## src/rtl/sys_array_feeder_pkg.sv

```systemverilog
// Shared types and default geometry for the systolic feeder, controller and array.
package sys_array_feeder_pkg;

    localparam int SYS_H  = 32;
    localparam int SYS_W  = 32;
    localparam int SYS_DW = 8;

    typedef enum logic [1:0] {
        IDLE    = 2'd0,
        LOAD    = 2'd1,
        COMPUTE = 2'd2,
        DRAIN   = 2'd3
    } feed_state_t;

endpackage

```

## src/rtl/sys_array_feeder_if.sv

```systemverilog
// Controller/array-facing signal bundle of the feeder.
interface sys_array_feeder_if
    import sys_array_feeder_pkg::*;
#(
    parameter int H  = SYS_H,
    parameter int W  = SYS_W,
    parameter int DW = SYS_DW
);

    logic              load_mode;
    logic              wt_valid;
    logic              wt_ready;
    logic [W*DW-1:0]   wt_data;
    logic              act_valid;
    logic              act_ready;
    logic [H*DW-1:0]   act_data;
    logic              arr_w_shift;
    logic [W*DW-1:0]   arr_w_data;
    logic [H-1:0]      arr_act_valid;
    logic [H*DW-1:0]   arr_act_data;
    logic              wts_loaded;
    logic              load_err;

    // The feeder itself uses the slave view; the controller/array side uses master.
    modport slave (
        input  load_mode, wt_valid, wt_data, act_valid, act_data,
        output wt_ready, act_ready, arr_w_shift, arr_w_data,
               arr_act_valid, arr_act_data, wts_loaded, load_err
    );

    modport master (
        output load_mode, wt_valid, wt_data, act_valid, act_data,
        input  wt_ready, act_ready, arr_w_shift, arr_w_data,
               arr_act_valid, arr_act_data, wts_loaded, load_err
    );

endinterface

```

## src/rtl/sys_skew_line.sv

```systemverilog
// {valid,data} delay line of DEPTH register stages; DEPTH=0 passes straight through.
module sys_skew_line #(
    parameter int DEPTH = 1,
    parameter int DW    = 8
) (
    input  logic          clk,
    input  logic          rst,
    input  logic          valid_i,
    input  logic [DW-1:0] data_i,
    output logic          valid_o,
    output logic [DW-1:0] data_o
);

    genvar gi;

    generate
        if (DEPTH == 0) begin : g_wire
            logic unused_clk_rst;
            assign unused_clk_rst = clk ^ rst;
            assign valid_o        = valid_i;
            assign data_o         = data_i;
        end else begin : g_pipe
            logic          v_q [DEPTH];
            logic [DW-1:0] d_q [DEPTH];

            for (gi = 0; gi < DEPTH; gi++) begin : g_stage
                if (gi == 0) begin : g_head
                    always_ff @(posedge clk or negedge rst) begin
                        if (!rst) begin
                            v_q[0] <= 1'b0;
                            d_q[0] <= '0;
                        end else begin
                            v_q[0] <= valid_i;
                            d_q[0] <= data_i;
                        end
                    end
                end else begin : g_tail
                    always_ff @(posedge clk or negedge rst) begin
                        if (!rst) begin
                            v_q[gi] <= 1'b0;
                            d_q[gi] <= '0;
                        end else begin
                            v_q[gi] <= v_q[gi-1];
                            d_q[gi] <= d_q[gi-1];
                        end
                    end
                end
            end

            assign valid_o = v_q[DEPTH-1];
            assign data_o  = d_q[DEPTH-1];
        end
    endgenerate

endmodule

```

## src/rtl/sys_array_feeder.sv

```systemverilog
// Feeds weight rows (load mode) and diagonally skewed activations (compute mode)
// into the HxW systolic array, draining the skew pipe on every compute->load turn.
module sys_array_feeder
    import sys_array_feeder_pkg::*;
#(
    parameter int H  = SYS_H,
    parameter int W  = SYS_W,
    parameter int DW = SYS_DW
) (
    input  logic              clk,
    input  logic              rst,
    sys_array_feeder_if.slave bus
);

    localparam int            CW         = $clog2(H + 1);
    localparam logic [CW-1:0] ROWS_FULL  = CW'(H);
    localparam logic [CW-1:0] DRAIN_LAST = CW'(H - 1);

    feed_state_t     state_q, state_d;
    logic [CW-1:0]   row_cnt_q, row_cnt_d;
    logic [CW-1:0]   drain_cnt_q, drain_cnt_d;
    logic            wts_loaded_q, wts_loaded_d;
    logic            load_err_q, load_err_d;
    logic            wt_ready, act_ready, wt_fire, act_fire;
    logic            arr_w_shift_q;
    logic [W*DW-1:0] arr_w_data_q;
    logic [H-1:0]    lane_valid, arr_act_valid_q;
    logic [H*DW-1:0] lane_data, arr_act_data_q, act_in_data;

    // Readies are decoded from registered state so reset forces them low at once.
    assign wt_ready  = (state_q == LOAD) && bus.load_mode && (row_cnt_q < ROWS_FULL);
    assign act_ready = (state_q == COMPUTE) && !bus.load_mode;
    assign wt_fire   = bus.wt_valid && wt_ready;
    assign act_fire  = bus.act_valid && act_ready;

    always_comb begin
        state_d      = state_q;
        row_cnt_d    = row_cnt_q;
        drain_cnt_d  = drain_cnt_q;
        wts_loaded_d = wts_loaded_q;
        load_err_d   = load_err_q;
        case (state_q)
            IDLE: begin
                if (bus.load_mode) begin
                    state_d      = LOAD;
                    row_cnt_d    = '0;
                    load_err_d   = 1'b0;
                    wts_loaded_d = 1'b0;
                end
            end
            LOAD: begin
                if (wt_fire) begin
                    row_cnt_d = row_cnt_q + CW'(1);
                end
                if (!bus.load_mode) begin
                    if (row_cnt_q == ROWS_FULL) begin
                        state_d      = COMPUTE;
                        wts_loaded_d = 1'b1;
                    end else begin
                        state_d      = IDLE;
                        load_err_d   = 1'b1;
                        wts_loaded_d = 1'b0;
                    end
                end
            end
            COMPUTE: begin
                if (bus.load_mode) begin
                    state_d     = DRAIN;
                    drain_cnt_d = '0;
                end
            end
            DRAIN: begin
                // The controller may change its mind mid-drain; the last drain cycle decides.
                if (drain_cnt_q == DRAIN_LAST) begin
                    drain_cnt_d = '0;
                    if (bus.load_mode) begin
                        state_d      = LOAD;
                        row_cnt_d    = '0;
                        wts_loaded_d = 1'b0;
                        load_err_d   = 1'b0;
                    end else begin
                        state_d = COMPUTE;
                    end
                end else begin
                    drain_cnt_d = drain_cnt_q + CW'(1);
                end
            end
            default: state_d = IDLE;
        endcase
    end

    always_ff @(posedge clk or negedge rst) begin
        if (!rst) begin
            state_q         <= IDLE;
            row_cnt_q       <= '0;
            drain_cnt_q     <= '0;
            wts_loaded_q    <= 1'b0;
            load_err_q      <= 1'b0;
            arr_w_shift_q   <= 1'b0;
            arr_w_data_q    <= '0;
            arr_act_valid_q <= '0;
            arr_act_data_q  <= '0;
        end else begin
            state_q         <= state_d;
            row_cnt_q       <= row_cnt_d;
            drain_cnt_q     <= drain_cnt_d;
            wts_loaded_q    <= wts_loaded_d;
            load_err_q      <= load_err_d;
            arr_w_shift_q   <= wt_fire;
            if (wt_fire) begin
                arr_w_data_q <= bus.wt_data;
            end
            arr_act_valid_q <= lane_valid;
            arr_act_data_q  <= lane_data;
        end
    end

    genvar gi;

    // Lane gi sits behind gi skew stages plus the shared output register.
    generate
        for (gi = 0; gi < H; gi++) begin : g_lane
            assign act_in_data[gi*DW +: DW] = act_fire ? bus.act_data[gi*DW +: DW] : '0;

            sys_skew_line #(
                .DEPTH (gi),
                .DW    (DW)
            ) u_skew (
                .clk     (clk),
                .rst     (rst),
                .valid_i (act_fire),
                .data_i  (act_in_data[gi*DW +: DW]),
                .valid_o (lane_valid[gi]),
                .data_o  (lane_data[gi*DW +: DW])
            );
        end
    endgenerate

    assign bus.wt_ready      = wt_ready;
    assign bus.act_ready     = act_ready;
    assign bus.arr_w_shift   = arr_w_shift_q;
    assign bus.arr_w_data    = arr_w_data_q;
    assign bus.arr_act_valid = arr_act_valid_q;
    assign bus.arr_act_data  = arr_act_data_q;
    assign bus.wts_loaded    = wts_loaded_q;
    assign bus.load_err      = load_err_q;

endmodule

```

## src/flat_wrapper.sv

```systemverilog
// flat-port wrapper written by rule: the top's interface ports become plain ports
module sys_array_feeder_flat import sys_array_feeder_pkg::*;
#(
    parameter int H  = SYS_H,
    parameter int W  = SYS_W,
    parameter int DW = SYS_DW
)
  (clk, rst, bus_load_mode, bus_wt_valid, bus_wt_data, bus_act_valid, bus_act_data, bus_wt_ready, bus_act_ready, bus_arr_w_shift, bus_arr_w_data, bus_arr_act_valid, bus_arr_act_data, bus_wts_loaded, bus_load_err);
  sys_array_feeder_if #(.H(H), .W(W), .DW(DW)) bus_i ();
  input  logic clk;
  input  logic rst;
  input wire logic [$bits(bus_i.load_mode)-1:0] bus_load_mode;
  input wire logic [$bits(bus_i.wt_valid)-1:0] bus_wt_valid;
  input wire logic [$bits(bus_i.wt_data)-1:0] bus_wt_data;
  input wire logic [$bits(bus_i.act_valid)-1:0] bus_act_valid;
  input wire logic [$bits(bus_i.act_data)-1:0] bus_act_data;
  output wire logic [$bits(bus_i.wt_ready)-1:0] bus_wt_ready;
  output wire logic [$bits(bus_i.act_ready)-1:0] bus_act_ready;
  output wire logic [$bits(bus_i.arr_w_shift)-1:0] bus_arr_w_shift;
  output wire logic [$bits(bus_i.arr_w_data)-1:0] bus_arr_w_data;
  output wire logic [$bits(bus_i.arr_act_valid)-1:0] bus_arr_act_valid;
  output wire logic [$bits(bus_i.arr_act_data)-1:0] bus_arr_act_data;
  output wire logic [$bits(bus_i.wts_loaded)-1:0] bus_wts_loaded;
  output wire logic [$bits(bus_i.load_err)-1:0] bus_load_err;
  assign bus_i.load_mode = bus_load_mode;
  assign bus_i.wt_valid = bus_wt_valid;
  assign bus_i.wt_data = bus_wt_data;
  assign bus_i.act_valid = bus_act_valid;
  assign bus_i.act_data = bus_act_data;
  assign bus_wt_ready = bus_i.wt_ready;
  assign bus_act_ready = bus_i.act_ready;
  assign bus_arr_w_shift = bus_i.arr_w_shift;
  assign bus_arr_w_data = bus_i.arr_w_data;
  assign bus_arr_act_valid = bus_i.arr_act_valid;
  assign bus_arr_act_data = bus_i.arr_act_data;
  assign bus_wts_loaded = bus_i.wts_loaded;
  assign bus_load_err = bus_i.load_err;
  sys_array_feeder #(.H(H), .W(W), .DW(DW)) u_core (.clk(clk), .rst(rst), .bus(bus_i));
endmodule
```

## config.mk

```make
export PLATFORM = sky130hd
export DESIGN_NAME = sys_array_feeder_flat
export DESIGN_NICKNAME = d
export VERILOG_FILES = /design/src/rtl/sys_array_feeder_pkg.sv /design/src/rtl/sys_array_feeder_if.sv /design/src/rtl/sys_skew_line.sv /design/src/rtl/sys_array_feeder.sv /design/src/flat_wrapper.sv
export SDC_FILE = /design/constraint.sdc
export NUM_CORES = 2
export LEC_CHECK = 0
export CORE_MARGIN = 3
export CORE_UTILIZATION = 45
export DETAILED_ROUTE_END_ITERATION = 7
export PLACE_DENSITY = 0.71
export SYNTH_ARGS = -nofsm -noshare
export SYNTH_HDL_FRONTEND = slang
export SYNTH_SLANG_ARGS = --single-unit
```

## constraint.sdc

```tcl
create_clock -name clk -period 4 [get_ports clk]
set_input_delay 0.8 -clock clk [delete_from_list [all_inputs] [get_ports clk]]
set_output_delay 0.8 -clock clk [all_outputs]
set_load 0.05 [all_outputs]
```

# Word-level counts from Yosys, hierarchy flattened
# Cells that the tools add are included.
word_totals:
  register_bits: 4560
  latchBits: 0
  ram_bits: 0
  mem_bits_ro: 0
  in_bits: 517
  out_inout_bits: 549
  word_cells: 620
  n_memories: 0
classes:
  n_addsub: 2
  multipliers: 0
  n_div: 0
  order_cmp: 1
  eq_ne: 11
  shifts: 0
  muxes: 56
  bitwise_logic: 0
  n_reduce_logical: 14
op_table:
  columns: ["cell", "count"]
  rows:
  - ["$mux W8", 32]
  - ["$mux W6", 5]
  - ["$pmux W6 S3", 1]
  - ["$add A6 B1 Y6 const B", 2]
  - ["$mux W2", 6]
  - ["$pmux W6 S2", 1]
  - ["$mux W1", 8]
  - ["$ne A2 B2 Y1 const B", 4]
  - ["$pmux W2 S4", 1]
  - ["$reduce_and A4 Y1", 2]
  - ["$eq A6 B5 Y1 const B", 1]
  - ["$eq A6 B6 Y1 const B", 1]
  - ["$lt A6 B6 Y1 const B", 1]
  - ["$pmux W1 S3", 2]
  - ["$reduce_and A3 Y1", 2]
  - ["$logic_and A1 B1 Y1", 5]
  - ["$eq A2 B2 Y1 const B", 2]
  - ["$ne A2 B1 Y1 const B", 2]
  - ["$reduce_bool A3 Y1", 1]
  - ["$eq A2 B1 Y1 const B", 1]
  - ["$logic_not A2 Y1", 1]
  - ["$reduce_and A2 Y1", 1]
  - ["$reduce_bool A2 Y1", 1]
  - ["$logic_not A1 Y1", 1]

# Depth between registers and ports, before layout
logic_depth:
  word_depth: 6
  mapped_depth: 8
  ltp_nobuf: 6

# By module
# A second synthesis with hierarchy kept.
hier_totals:
  cells_unflattened: 5952
  hier_area_um2: 133130.2
modules_own_cells:
  columns: ["module", "n_inst", "cells_per_inst", "area_each_um2", "seq_area_each_um2"]
  rows:
  - ["sys_array_feeder", 1, 1239, 19553.8, 14038.5]
  - ["sys_skew_line at u_core.g_lane[31].u_skew", 1, 287, 7041.8, 6981.7]
  - ["sys_skew_line at u_core.g_lane[30].u_skew", 1, 278, 6816.5, 6756.5]
  - ["sys_skew_line at u_core.g_lane[29].u_skew", 1, 269, 6591.3, 6531.3]
  - ["sys_skew_line at u_core.g_lane[28].u_skew", 1, 260, 6366.1, 6306.0]
  - ["sys_skew_line at u_core.g_lane[27].u_skew", 1, 251, 6140.9, 6080.8]
  - ["sys_skew_line at u_core.g_lane[26].u_skew", 1, 242, 5915.7, 5855.6]
  - ["sys_skew_line at u_core.g_lane[25].u_skew", 1, 233, 5690.5, 5630.4]
  - ["sys_skew_line at u_core.g_lane[24].u_skew", 1, 224, 5465.2, 5405.2]
  - ["sys_skew_line at u_core.g_lane[23].u_skew", 1, 215, 5240.0, 5180.0]
  - ["sys_skew_line at u_core.g_lane[22].u_skew", 1, 206, 5014.8, 4954.8]
  - ["sys_skew_line at u_core.g_lane[21].u_skew", 1, 197, 4789.6, 4729.5]
  - ["sys_skew_line at u_core.g_lane[20].u_skew", 1, 188, 4564.4, 4504.3]
  - ["sys_skew_line at u_core.g_lane[19].u_skew", 1, 179, 4339.2, 4279.1]
  - ["+19 rows", null, null, null, null]

# Worst setup path before layout
# Ideal clock, no wire load.
synth_timing:
  path_kind: "input to output"
  start: "in bus_load_mode"
  end: "out bus_wt_ready"
  arrival_ps: 2275
  slack_ps: 925
  cell_stages: 3
  cell_sequence: "clkbuf_1 > inv_1 > nor3_1"
synth_between:
  elab_chain_len: 2
synth_lines:
  columns: ["item", "line", "source"]
  rows:
  - ["start, declared", "flat_wrapper.sv:12", "input wire logic [$bits(bus_i.load_mode)-1:0] bus_load_mode;"]
  - ["$logic_and A1 B1 Y1 (2 in a row)", "sys_array_feeder.sv:31", "assign wt_ready = (state_q == LOAD) && bus.load_mode && (row_cnt_q < ROWS_FULL);"]
  - ["end, declared", "flat_wrapper.sv:17", "output wire logic [$bits(bus_i.wt_ready)-1:0] bus_wt_ready;"]
# Every way passes these cells.

# Worst setup path after layout
layout_timing:
  start: "reg u_core.arr_act_valid_q[25] (netlist: u_core.bus.arr_act_valid[25])"
  end: "out bus_arr_act_valid[25]"
layout_lines:
  columns: ["item", "line", "source"]
  rows:
  - ["start, declared", "sys_array_feeder.sv:27", "logic [H-1:0] lane_valid, arr_act_valid_q;"]
  - ["start signal, assigned", "sys_array_feeder.sv:113", "arr_act_valid_q <= lane_valid;"]
  - ["end, declared", "flat_wrapper.sv:21", "output wire logic [$bits(bus_i.arr_act_valid)-1:0] bus_arr_act_valid;"]
# No word-level cell between the ends.

==> results.cfg <==
[logic_synthesis]
yosysWarningCount = 0
ys_async_sr_fraction_pct = 100
yosysMostFrequentCell = dfrtp_1
synth_ff_type = dfrtp_1
synth_top_area_share_pct = 95.3
synthDistinctLibCells = 31
netlist_area_um2 = 119000
ys_top_cells_by_area = dfrtp_1 95%, mux2_2 2.4%, and3_1 1.4%
synthesis.instances = 5243
synth_area_per_cell_um2 = 22.7
synth_top_area_cell = dfrtp_1
synth_seq_area_share_pct = 95.3
synth_edf_count = 0
yosys-top-cells-count = 4,529 x dfrtp_1, 259 x and3_1, 256 x mux2_2
synth_nets = 5763
ys_seq_elements = 4529

[route]
drtAntennaViolNets = 0
avgRoutedWirePerCell_um = 22.4
drcViolationCount = 0
drt-pass1-iter-count = 5
drtIter0Drc = 2615
wl_um = 238000
viasPerCell = 4.49
vias = 47670

[timing]
hold_viol = 0
worst_pin_slew_ns = 1.15
post-route-period-util_pct = 80.6
period_needed_ns = 3.22
slew_viol_final = 0
setup_ws_ns = 0.776
skew_ns = 0.0936
fin_setup_tns_ns = 0
max_freq_mhz = 310
setup_viol = 0
rsz0062_at_grt = no
worst_slew_margin_rel_pct = 23.6

[worst_setup_path]
path_buf_inv = 1
start_kind = flop
crit_chain = clkdlybuf4s50_1
critPathSlowestCell = clkdlybuf4s50_1
worst-endpoint-required_ns = 3.20
crit_fanout = 2
worst-setup-path-type = reg -> out
crit_arrival_ns = 2.42
cpPeakStageDelay_ns = 0.92
endpoint_kind = primary output
crit_family = buffers and inverters

[status]
status = complete, no violations

[clock_tree]
holdBufCountCts = 1
clock-root-buffer = clkbuf_16
cts_resized = 0
htree_levels = 5
post-cts-setup-buffers = 0
clk_pin_slew_worst_paths_ns = 0.07
cts_inserted_buffers = 409
clk_path_buf_depth = 4
cts_num_sinks = 4529
clock_latency_ns = 0.90
cts_tree = done

[pwr]
power_leakage_nw = 77.1
powerDensity_nw_per_um2 = 615
vdd_drop_max_mv = 0.386

[final_layout]
finalNetCount = 7241
final_layout_size_suffix_gt1_share_pct = 14.6
fillers = 18085
area_growth_pct = 25.2

[global_route]
grt_pass1_vias = 58051
grt_max_degree = 168
antenna_found_initial = 85
gr-total-overflow = 0
grt_pass1_wl_um = 365000
grt_use_total_pct = 17.9

[die]
die_w_um = 520
core.rowCount = 188
dieArea_um2 = 271000
die_h_um = 520
initial_core_util_pct = 45.3
ios = 1066
core_area_um2 = 263000

[placed_design]
io_buffers = 1065
place_worst_setup_slack_ns = 0.834
dpl.hpwl_um = 128000
place_congestion = 0.933

[min_path]
hp-class = reg -> reg

[flow_run]
cap_violations = 0
-- worst paths after layout --
check                                                    startpoint                                        to  slack (ns)  cells after the start
min in group asynchronous                                       rst   u_core.g_lane[16].u_skew.g_pipe.d_q[34]        0.59                      2
max in group asynchronous                                       rst  u_core.g_lane[26].u_skew.g_pipe.d_q[201]        1.82                      4
min                        u_core.g_lane[25].u_skew.g_pipe.d_q[192]  u_core.g_lane[25].u_skew.g_pipe.d_q[184]        0.26                      0
max                                    u_core.bus.arr_act_valid[25]                     bus_arr_act_valid[25]        0.78                      1
max reg2reg                                       u_core.state_q[0]                u_core.bus.arr_w_data[144]        1.46                      5
min reg2reg                u_core.g_lane[25].u_skew.g_pipe.d_q[192]  u_core.g_lane[25].u_skew.g_pipe.d_q[184]        0.26                      0
-- cell families (layout without fill, tap and decap cells) --
family	Yosys count	count (layout)	synth area share, %
flip-flops	4529	4529	95.3
AND/OR/NAND/NOR	300	300	1.54
multiplexers	257	257	2.43
buffers and inverters	125	1931	0.548
AO/OA/AOI/OAI	29	29	0.162
adder cells (fa/ha/maj)	3	3	0.0316
other	0	58	0
-- routing by layer --
layer | wire (um) | track usage [%] | share of wire [%] | vias to the layer above
met4 | 12000 | 8.77 | 5.0 | 40
met5 | 277 | 0 | 0.12 | -
met3 | 14200 | 4.85 | 6.0 | 622
li1 | - | - | - | 19718
met1 | 79800 | 19.1 | 34 | 25911
met2 | 132000 | 32.5 | 55 | 1379
-- report_power, final --
group,switching (mW),total [mW],internal (mW)
registers,0.344,46.6,46.3
clock network,17.1,39.9,22.8
logic,3.36,5.15,1.78
total,20.8,91.7,70.9
-- metrics by stage --
step           total power, mW  utilization, %  cells  cell area [um^2]  hold slack, ns
2_1_floorplan             49.7               -   5243            119000           0.331
3_3_place_gp              52.4            51.4   9824            135000           0.331
3_5_place_dp              52.6            51.4   9824            135000           0.335
4_1_cts                   92.9            56.6  10564            149000           0.253
5_1_grt                   94.9            56.7  10614            149000           0.259
6_report                  91.7            56.7  10622            149000           0.259
-- placed cells by master, fill, tap and decap left out, types with 9 or more instances in the layout --
master / synthesis / routed
clkdlybuf4s50_1: 0 / 1061
and3_1: 259 / 258
clkbuf_1: 56 / 94
clkinv_2: 0 / 63
buf_4: 39 / 68
mux2_2: 256 / 256
clkbuf_16: 0 / 410
nand2_1: 13 / 13
bufinv_16: 0 / 32
clkinvlp_4: 0 / 10
dfrtp_1: 4529 / 4529
buf_12: 0 / 54
diode_2: 0 / 58
inv_6: 0 / 11
clkinv_4: 0 / 9
clkbuf_8: 0 / 92
-- final cells by class --
type / count / area, um^2 / area share, %
sequential: 4529 / 113000 / 76.1
clock buffer: 595 / 11900 / 7.97
antenna: 58 / 145 / 0.0974
inverter: 6 / 22.5 / 0.0151
tap: 3515 / 4400 / 2.95
clock inverter: 144 / 1960 / 1.31
timing repair buffer: 1186 / 12300 / 8.23
multi-input combinational: 589 / 4960 / 3.33
-- state kept, by name (all words and copies together), names as in the netlist --
register / cells
u_core.bus.arr_w_data: 256
u_core.state_q: 2
u_core.row_cnt_q: 6
u_core.bus.arr_act_data: 256
u_core.bus.load_err: 1
u_core.bus.arr_w_shift: 1
u_core.bus.arr_act_valid: 32
u_core.bus.wts_loaded: 1
u_core.g_lane.u_skew.data_o: 248
u_core.drain_cnt_q: 6
u_core.g_lane.u_skew.g_pipe.d_q: 3720
(Power assumes the default switching activity.)
